`src/rtl/adder_axi_master_if.sv`:
```
// AXI4-Lite bus bundle between the adder initiator and the memory-mapped adder slave.
// The master modport is the initiator side; the slave modport is the responder side.
interface adder_axi_master_if #(
  parameter int DATA_WIDTH = 32,
  parameter int ADDR_WIDTH = 8
);
  logic [ADDR_WIDTH-1:0]   awaddr;
  logic                    awvalid;
  logic                    awready;
  logic [DATA_WIDTH-1:0]   wdata;
  logic [DATA_WIDTH/8-1:0] wstrb;
  logic                    wvalid;
  logic                    wready;
  logic [1:0]              bresp;
  logic                    bvalid;
  logic                    bready;
  logic [ADDR_WIDTH-1:0]   araddr;
  logic                    arvalid;
  logic                    arready;
  logic [DATA_WIDTH-1:0]   rdata;
  logic [1:0]              rresp;
  logic                    rvalid;
  logic                    rready;

  modport master (
    output awaddr, awvalid, input awready,
    output wdata, wstrb, wvalid, input wready,
    input  bresp, bvalid, output bready,
    output araddr, arvalid, input arready,
    input  rdata, rresp, rvalid, output rready
  );

  modport slave (
    input  awaddr, awvalid, output awready,
    input  wdata, wstrb, wvalid, output wready,
    output bresp, bvalid, input bready,
    input  araddr, arvalid, output arready,
    output rdata, rresp, rvalid, input rready
  );
endinterface

```
`src/rtl/adder_axi_master.sv`:
```
// AXI4-Lite initiator: writes two operands to the adder slave, reads back sum and
// overflow, and reports result/overflow/error to the local command side.
module adder_axi_master #(
  parameter int                    DATA_WIDTH     = 32,
  parameter int                    ADDR_WIDTH     = 8,
  parameter logic [ADDR_WIDTH-1:0] ADDR_OPA       = 8'h00,
  parameter logic [ADDR_WIDTH-1:0] ADDR_OPB       = 8'h04,
  parameter logic [ADDR_WIDTH-1:0] ADDR_SUM       = 8'h08,
  parameter logic [ADDR_WIDTH-1:0] ADDR_OVF       = 8'h0C,
  parameter int                    TIMEOUT_CYCLES = 256
) (
  input  logic                  m1_axi_aclk,
  input  logic                  m1_axi_areset,
  input  logic                  start,
  input  logic [DATA_WIDTH-1:0] op_a,
  input  logic [DATA_WIDTH-1:0] op_b,
  output logic                  busy,
  output logic                  done,
  output logic [DATA_WIDTH-1:0] result,
  output logic                  overflow,
  output logic                  error,
  adder_axi_master_if.master    m1_axi
);

  localparam int                CNT_W    = $clog2(TIMEOUT_CYCLES + 1);
  localparam logic [CNT_W-1:0]  CNT_LAST = CNT_W'(TIMEOUT_CYCLES - 1);

  typedef enum logic [2:0] {IDLE, WR_A, WR_B, RD_SUM, RD_OVF, FIN} state_e;

  state_e                  state_q, state_d;
  logic                    awvalid_q, awvalid_d, wvalid_q, wvalid_d, bready_q, bready_d;
  logic                    arvalid_q, arvalid_d, rready_q, rready_d;
  logic                    aw_done_q, aw_done_d, w_done_q, w_done_d, ar_done_q, ar_done_d;
  logic [ADDR_WIDTH-1:0]   awaddr_q, awaddr_d, araddr_q, araddr_d;
  logic [DATA_WIDTH-1:0]   wdata_q, wdata_d, opb_q, opb_d, result_q, result_d;
  logic                    busy_q, busy_d, done_q, done_d, ovf_q, ovf_d, err_q, err_d;
  logic [CNT_W-1:0]        cnt_q, cnt_d;
  logic                    aw_hs, w_hs, ar_hs, wr_done, rd_done, expired, abort, finish;

  assign aw_hs   = awvalid_q & m1_axi.awready;
  assign w_hs    = wvalid_q & m1_axi.wready;
  assign ar_hs   = arvalid_q & m1_axi.arready;
  // A B response only counts once both AW and W have handshaken (possibly this edge).
  assign wr_done = bready_q & m1_axi.bvalid & (aw_done_q | aw_hs) & (w_done_q | w_hs);
  assign rd_done = rready_q & m1_axi.rvalid & ar_done_q;
  assign expired = (cnt_q == CNT_LAST);

  assign m1_axi.awaddr  = awaddr_q;
  assign m1_axi.awvalid = awvalid_q;
  assign m1_axi.wdata   = wdata_q;
  assign m1_axi.wstrb   = '1;
  assign m1_axi.wvalid  = wvalid_q;
  assign m1_axi.bready  = bready_q;
  assign m1_axi.araddr  = araddr_q;
  assign m1_axi.arvalid = arvalid_q;
  assign m1_axi.rready  = rready_q;

  assign busy     = busy_q;
  assign done     = done_q;
  assign result   = result_q;
  assign overflow = ovf_q;
  assign error    = err_q;

  always_comb begin
    // NOTE: every signal written here gets a default first so no latch is inferred.
    state_d   = state_q;
    awvalid_d = awvalid_q;  wvalid_d = wvalid_q;  bready_d = bready_q;
    arvalid_d = arvalid_q;  rready_d = rready_q;
    aw_done_d = aw_done_q;  w_done_d = w_done_q;  ar_done_d = ar_done_q;
    awaddr_d  = awaddr_q;   araddr_d = araddr_q;
    wdata_d   = wdata_q;    opb_d    = opb_q;     result_d = result_q;
    busy_d    = busy_q;     done_d   = 1'b0;      ovf_d    = ovf_q;     err_d = err_q;
    cnt_d     = cnt_q;
    abort     = 1'b0;
    finish    = 1'b0;

    unique case (state_q)
      IDLE: begin
        if (start) begin
          state_d   = WR_A;
          busy_d    = 1'b1;
          err_d     = 1'b0;
          opb_d     = op_b;
          awaddr_d  = ADDR_OPA;
          wdata_d   = op_a;
          awvalid_d = 1'b1;  wvalid_d = 1'b1;  bready_d = 1'b1;
          aw_done_d = 1'b0;  w_done_d = 1'b0;
          cnt_d     = '0;
        end
      end
      WR_A, WR_B: begin
        if (aw_hs) begin awvalid_d = 1'b0; aw_done_d = 1'b1; end
        if (w_hs)  begin wvalid_d  = 1'b0; w_done_d  = 1'b1; end
        if (wr_done) begin
          if (m1_axi.bresp != 2'b00) err_d = 1'b1;
          cnt_d     = '0;
          aw_done_d = 1'b0;
          w_done_d  = 1'b0;
          if (state_q == WR_A) begin
            state_d   = WR_B;
            awaddr_d  = ADDR_OPB;
            wdata_d   = opb_q;
            awvalid_d = 1'b1;
            wvalid_d  = 1'b1;
          end else begin
            state_d   = RD_SUM;
            bready_d  = 1'b0;
            araddr_d  = ADDR_SUM;
            arvalid_d = 1'b1;
            rready_d  = 1'b1;
            ar_done_d = 1'b0;
          end
        end else if (expired) begin
          abort = 1'b1;
        end else begin
          cnt_d = cnt_q + CNT_W'(1);
        end
      end
      RD_SUM, RD_OVF: begin
        if (ar_hs) begin arvalid_d = 1'b0; ar_done_d = 1'b1; end
        if (rd_done) begin
          if (m1_axi.rresp != 2'b00) err_d = 1'b1;
          cnt_d     = '0;
          ar_done_d = 1'b0;
          if (state_q == RD_SUM) begin
            state_d   = RD_OVF;
            result_d  = m1_axi.rdata;
            araddr_d  = ADDR_OVF;
            arvalid_d = 1'b1;
          end else begin
            ovf_d    = m1_axi.rdata[0];
            rready_d = 1'b0;
            finish   = 1'b1;
          end
        end else if (expired) begin
          abort = 1'b1;
        end else begin
          cnt_d = cnt_q + CNT_W'(1);
        end
      end
      FIN:     state_d = IDLE;
      default: state_d = IDLE;
    endcase

    // Timeout abandons the bus entirely; result/overflow keep their last values.
    if (abort) begin
      awvalid_d = 1'b0;  wvalid_d = 1'b0;  bready_d = 1'b0;
      arvalid_d = 1'b0;  rready_d = 1'b0;
      err_d     = 1'b1;
      finish    = 1'b1;
    end
    if (finish) begin
      state_d = FIN;
      busy_d  = 1'b0;
      done_d  = 1'b1;
    end
  end

  always_ff @(posedge m1_axi_aclk) begin
    // NOTE: sequential state uses non-blocking assignments so all registers update together.
    if (m1_axi_areset) begin
      state_q   <= IDLE;
      awvalid_q <= 1'b0;  wvalid_q <= 1'b0;  bready_q <= 1'b0;
      arvalid_q <= 1'b0;  rready_q <= 1'b0;
      aw_done_q <= 1'b0;  w_done_q <= 1'b0;  ar_done_q <= 1'b0;
      awaddr_q  <= '0;    araddr_q <= '0;
      wdata_q   <= '0;    opb_q    <= '0;    result_q  <= '0;
      busy_q    <= 1'b0;  done_q   <= 1'b0;  ovf_q     <= 1'b0;  err_q <= 1'b0;
      cnt_q     <= '0;
    end else begin
      state_q   <= state_d;
      awvalid_q <= awvalid_d;  wvalid_q <= wvalid_d;  bready_q <= bready_d;
      arvalid_q <= arvalid_d;  rready_q <= rready_d;
      aw_done_q <= aw_done_d;  w_done_q <= w_done_d;  ar_done_q <= ar_done_d;
      awaddr_q  <= awaddr_d;   araddr_q <= araddr_d;
      wdata_q   <= wdata_d;    opb_q    <= opb_d;     result_q  <= result_d;
      busy_q    <= busy_d;     done_q   <= done_d;    ovf_q     <= ovf_d;     err_q <= err_d;
      cnt_q     <= cnt_d;
    end
  end

endmodule

```
`src/flat_wrapper.sv`:
```
// flat-port wrapper written by rule: the top's interface ports become plain ports
module adder_axi_master_flat 
#(
  parameter int                    DATA_WIDTH     = 32,
  parameter int                    ADDR_WIDTH     = 8,
  parameter logic [ADDR_WIDTH-1:0] ADDR_OPA       = 8'h00,
  parameter logic [ADDR_WIDTH-1:0] ADDR_OPB       = 8'h04,
  parameter logic [ADDR_WIDTH-1:0] ADDR_SUM       = 8'h08,
  parameter logic [ADDR_WIDTH-1:0] ADDR_OVF       = 8'h0C,
  parameter int                    TIMEOUT_CYCLES = 256
)
  (m1_axi_aclk, m1_axi_areset, start, op_a, op_b, busy, done, result, overflow, error, m1_axi_awaddr, m1_axi_awvalid, m1_axi_awready, m1_axi_wdata, m1_axi_wstrb, m1_axi_wvalid, m1_axi_wready, m1_axi_bresp, m1_axi_bvalid, m1_axi_bready, m1_axi_araddr, m1_axi_arvalid, m1_axi_arready, m1_axi_rdata, m1_axi_rresp, m1_axi_rvalid, m1_axi_rready);
  adder_axi_master_if #(.DATA_WIDTH(DATA_WIDTH), .ADDR_WIDTH(ADDR_WIDTH)) m1_axi_i ();
  input  logic m1_axi_aclk;
  input  logic m1_axi_areset;
  input  logic start;
  input  logic [DATA_WIDTH-1:0] op_a;
  input  logic [DATA_WIDTH-1:0] op_b;
  output logic busy;
  output logic done;
  output logic [DATA_WIDTH-1:0] result;
  output logic overflow;
  output logic error;
  output wire logic [$bits(m1_axi_i.awaddr)-1:0] m1_axi_awaddr;
  output wire logic [$bits(m1_axi_i.awvalid)-1:0] m1_axi_awvalid;
  input wire logic [$bits(m1_axi_i.awready)-1:0] m1_axi_awready;
  output wire logic [$bits(m1_axi_i.wdata)-1:0] m1_axi_wdata;
  output wire logic [$bits(m1_axi_i.wstrb)-1:0] m1_axi_wstrb;
  output wire logic [$bits(m1_axi_i.wvalid)-1:0] m1_axi_wvalid;
  input wire logic [$bits(m1_axi_i.wready)-1:0] m1_axi_wready;
  input wire logic [$bits(m1_axi_i.bresp)-1:0] m1_axi_bresp;
  input wire logic [$bits(m1_axi_i.bvalid)-1:0] m1_axi_bvalid;
  output wire logic [$bits(m1_axi_i.bready)-1:0] m1_axi_bready;
  output wire logic [$bits(m1_axi_i.araddr)-1:0] m1_axi_araddr;
  output wire logic [$bits(m1_axi_i.arvalid)-1:0] m1_axi_arvalid;
  input wire logic [$bits(m1_axi_i.arready)-1:0] m1_axi_arready;
  input wire logic [$bits(m1_axi_i.rdata)-1:0] m1_axi_rdata;
  input wire logic [$bits(m1_axi_i.rresp)-1:0] m1_axi_rresp;
  input wire logic [$bits(m1_axi_i.rvalid)-1:0] m1_axi_rvalid;
  output wire logic [$bits(m1_axi_i.rready)-1:0] m1_axi_rready;
  assign m1_axi_awaddr = m1_axi_i.awaddr;
  assign m1_axi_awvalid = m1_axi_i.awvalid;
  assign m1_axi_i.awready = m1_axi_awready;
  assign m1_axi_wdata = m1_axi_i.wdata;
  assign m1_axi_wstrb = m1_axi_i.wstrb;
  assign m1_axi_wvalid = m1_axi_i.wvalid;
  assign m1_axi_i.wready = m1_axi_wready;
  assign m1_axi_i.bresp = m1_axi_bresp;
  assign m1_axi_i.bvalid = m1_axi_bvalid;
  assign m1_axi_bready = m1_axi_i.bready;
  assign m1_axi_araddr = m1_axi_i.araddr;
  assign m1_axi_arvalid = m1_axi_i.arvalid;
  assign m1_axi_i.arready = m1_axi_arready;
  assign m1_axi_i.rdata = m1_axi_rdata;
  assign m1_axi_i.rresp = m1_axi_rresp;
  assign m1_axi_i.rvalid = m1_axi_rvalid;
  assign m1_axi_rready = m1_axi_i.rready;
  adder_axi_master #(.DATA_WIDTH(DATA_WIDTH), .ADDR_WIDTH(ADDR_WIDTH), .ADDR_OPA(ADDR_OPA), .ADDR_OPB(ADDR_OPB), .ADDR_SUM(ADDR_SUM), .ADDR_OVF(ADDR_OVF), .TIMEOUT_CYCLES(TIMEOUT_CYCLES)) u_core (.m1_axi_aclk(m1_axi_aclk), .m1_axi_areset(m1_axi_areset), .start(start), .op_a(op_a), .op_b(op_b), .busy(busy), .done(done), .result(result), .overflow(overflow), .error(error), .m1_axi(m1_axi_i));
endmodule
```
`config.mk`:
```
export PLATFORM = sky130hd
export DESIGN_NAME = adder_axi_master_flat
export DESIGN_NICKNAME = d
export VERILOG_FILES = /design/src/rtl/adder_axi_master_if.sv /design/src/rtl/adder_axi_master.sv /design/src/flat_wrapper.sv
export SDC_FILE = /design/constraint.sdc
export NUM_CORES = 1
export LEC_CHECK = 0
export ABC_AREA = 1
export CORE_MARGIN = 5
export CORE_UTILIZATION = 41
export CTS_BUF_LIST = sky130_fd_sc_hd__clkbuf_4 sky130_fd_sc_hd__clkbuf_8
export CTS_CLUSTER_DIAMETER = 150
export DETAILED_ROUTE_END_ITERATION = 12
export PLACE_DENSITY = 0.88
export SLEW_MARGIN = 20
export SYNTH_ARGS = -nofsm -noshare
export SYNTH_HDL_FRONTEND = slang
export SYNTH_SLANG_ARGS = --single-unit
```
`constraint.sdc`:
```
create_clock -name m1_axi_aclk -period 1.5 [get_ports m1_axi_aclk]
set_clock_uncertainty 0.15 [all_clocks]
set_input_delay 0.3 -clock m1_axi_aclk [delete_from_list [all_inputs] [get_ports m1_axi_aclk]]
set_output_delay 0.3 -clock m1_axi_aclk [all_outputs]
set_load 0.03 [all_outputs]
```
==> summary.txt <==
Outcome
  – Status: finished with violations
  – Failing checks: negative setup slack

Drt
  – 1st-pass router iterations: 5
  – DR iter-0 viols: 493
  – Final routed DRC violation total: 0
  – Via count: 5415
  – DR vias/cell: 4.94
  – Final WL: 17.1 mm
  – Post-route ant nets: 0
  – WL/cell: 15.6 µm

Setup path
  – Setup CP Type: input port to flop
  – Crit path cell chain: clkdlybuf4s50_1, nand2_1, nand2_1, nand3_4, o21ai_4, buf_8, buf_12, o21ai_0, a31oi_1
  – R2R cell count: 8
  – CP required: 1.71 ns
  – Critical Path AT: 1.91 ns
  – Worst path max stage delay: 0.50 ns
  – Worst R2R End: u_core.m1_axi.wdata[21]
  – Crit. End Element: flop
  – Worst Path Buf+Inv: 3
  – CP delay by family, top: buffers and inverters
  – Flop-to-flop setup slack: -0.18 ns
  – R2R Path Start: u_core.state_q[1]
  – CP Max Fanout: 7
  – Crit path max-delay cell type: clkdlybuf4s50_1
  – Critical Path Start Type: input port
  – Most frequent CP cell: nand2_1

STA
  – Final WS setup: -0.203 ns
  – F_max: 587 MHz
  – Endpoints failing setup: 58
  – RSZ-0062 raised after global routing: true
  – Tcrit/Tclk final: 114%
  – Hold Fails Final Rpt: 0
  – Slew Limit Fails: 0
  – Minimum clock period: 1.70 ns

Final layout
  – FILL cells: 880
  – Area grow syn2layout: 66.3%
  – Most common cell after layout, fill and taps aside: nor2_1
  – Layout cells sized above 1: 30.0%
  – Finished Core Util: 69.9%
  – Count of nets after finishing: 1024
  – Most frequent cells in the layout: 153 x nor2_1, 112 x dfxtp_1, 107 x clkdlybuf4s50_1
  – Inserted Diodes: 0

Power and ir drop
  – Pwr per Cell Area: 1690 nW/µm²
  – Peak supply drop: 878 µV
  – Leak Pwr: 3.71 nW
  – Pwr Total: 14.3 mW

Placed design
  – Port bufs: 183
  – Final Wtd Congestion: 0.854
  – DP HPWL: 10.8 mm
  – Post-Place Setup Slack: -0.596 ns

Clock network
  – Total CTS buffers: 17
  – Post-CTS Hold Buffers: 0
  – CTS Sinks: 123
  – Worst-path clk slew: 0.07 ns
  – CTS tree: yes
  – Clock buffer depth: 2
  – Clock latency on the worst-skew pair: 0.44 ns
  – H-tree levels: 4
  – Clk root buf: clkbuf_8

Floorplanning
  – Core area: 12100 µm²
  – Initial cell density of the core: 42.0%
  – DIE HEIGHT: 121 µm
  – I/O pins: 201
  – Num rows: 40
  – Die outline width: 121 µm
  – Die area: 14700 µm²

Worst hold path
  – Hold Path Class: input port to flop
  – Hold Crit Depth: 3
  – Worst hold endpoint: u_core.m1_axi.wdata[23]
  – Worst hold path startpoint: op_a[23]

Synth
  – Seq/Total Area, Yosys: 48.6%
  – Syn Inst Count: 683
  – Mapped Area: 5070 µm²
  – Synth area leaders: dfxtp_1 49%, nor2_1 12%, o21ai_0 9.4%, nand2_1 8.1%, a31oi_1 3.9%
  – Area leader, netlist: dfxtp_1
  – Top-area cell type share of the netlist area: 48.6%
  – Synth Warn #: 0
  – Seq cells post-synth: 123
  – Netlist cell types: 33
  – Synth Area per Inst: 7.42 µm²

GRT
  – Initial antenna violation count: 0
  – Global-route wire length before repair: 25.0 mm
  – Vias in the first global route: 5105
  – Global route total overflow: 0
  – Gr usage total: 21.3%
  – Largest net degree at the start of global routing: 51

Job
  – Max Cap Viol: 0
-- routing by layer --
layer	wire length (µm)	GRT usage, %	up-vias	share of wire (%)
met5	0	0	-	0
met4	476	7.63	0	2.8
met3	1210	6.95	41	7.1
met2	8480	36.2	203	50
met1	6880	25.2	2507	40
li1	-	-	2664	-
-- flip-flops by register name, summed over array words and instances (netlist names) --
register,count
u_core.m1_axi.wdata,32
u_core.opb_q,32
u_core.result,32
u_core.cnt_q,9
u_core.state_q,3
u_core.m1_axi.araddr,2
u_core.ar_done_q,1
u_core.aw_done_q,1
u_core.busy,1
u_core.done,1
u_core.error,1
u_core.m1_axi.arvalid,1
u_core.m1_axi.awaddr,1
u_core.m1_axi.awvalid,1
u_core.m1_axi.bready,1
u_core.m1_axi.rready,1
u_core.m1_axi.wvalid,1
u_core.overflow,1
u_core.w_done_q,1
-- through the flow --
step | instances | hold WS [ns] | cell area [µm²] | setup TNS (ns)
final | 1096 | 0.281 | 8440 | -7.40
after CTS | 1087 | 0.248 | 7940 | -3.56
after global placement | 1041 | 0.299 | 7430 | -42.22
after detailed placement | 1041 | 0.304 | 7430 | -45.97
after global routing | 1096 | 0.247 | 8440 | -13.39
after floorplan | 698 | 0.219 | 5190 | -0.251
-- how the worst max path moves through the flow --
| stage | from | to | cells past startpoint |
|---|---|---|---|
| finish | m1_axi_awready | u_core.m1_axi.wdata[21] | 9 |
| global route | m1_axi_awready | u_core.m1_axi.wdata[21] | 9 |
| CTS | u_core.state_q[1] | u_core.m1_axi.wdata[18] | 8 |
| detailed placement | m1_axi_awready | u_core.m1_axi.wdata[16] | 8 |
| global placement | m1_axi_awready | u_core.m1_axi.wdata[15] | 8 |
| floorplan | u_core.state_q[0] | u_core.m1_axi.wdata[25] | 9 |
-- cells in the mapped netlist (all sizes together) --
cell type	count
a21oi	15
a31oi	32
buf	32
clkbuf	21
conb	2
dfxtp	123
ha	1
inv	34
nand2	119
nand3	13
nand3b	1
nand4	1
nor2	173
nor3	5
nor3b	2
o211ai	2
o21a	1
o21ai	103
o21bai	1
o31ai	1
or2	1
-- power breakdown --
group          internal, mW  switching, mW
combinational          2.83           3.61
clock                  2.20           1.29
sequential             3.93          0.432
total                  8.96           5.34
-- repair_timing --
action	CTS	global route
gates cloned	5	2
pin swaps	26	22
endpoints found under the setup margin	180	136
resized for setup	317	129
setup buffers	10	9
-- area by class of cell --
type	instances	area [µm²]	area share (%)
Timing Repair Buffer	251	2490	29.5
Inverter	34	148	1.75
Tap cell	168	210	2.49
Sequential cell	123	2490	29.5
Clock inverter	7	160	1.90
Clock buffer	25	313	3.71
Multi-Input combinational cell	488	2630	31.2
-- kinds of logic (layout without fill, tap and decap cells) --
| logic type | count (synthesis) | in the layout | share of synthesized area [%] |
|---|---|---|---|
| compound gates | 155 | 155 | 16.4 |
| fa+ha+maj | 1 | 1 | 0.247 |
| buf+inv | 87 | 317 | 8.36 |
| flops | 123 | 123 | 48.6 |
| other cells | 2 | 17 | 0.148 |
| simple gates | 315 | 315 | 26.3 |
-- worst register-to-register path, cell delays in order (launching register included) --
cell and delay (ns):
dfxtp_4 0.36, buf_6 0.13, nor2_4 0.12, nand2_2 0.09, o21ai_4 0.22, buf_8 0.17
buf_12 0.13, o21ai_0 0.09, a31oi_1 0.16
Note: power is estimated with default switching activity, not from simulation.
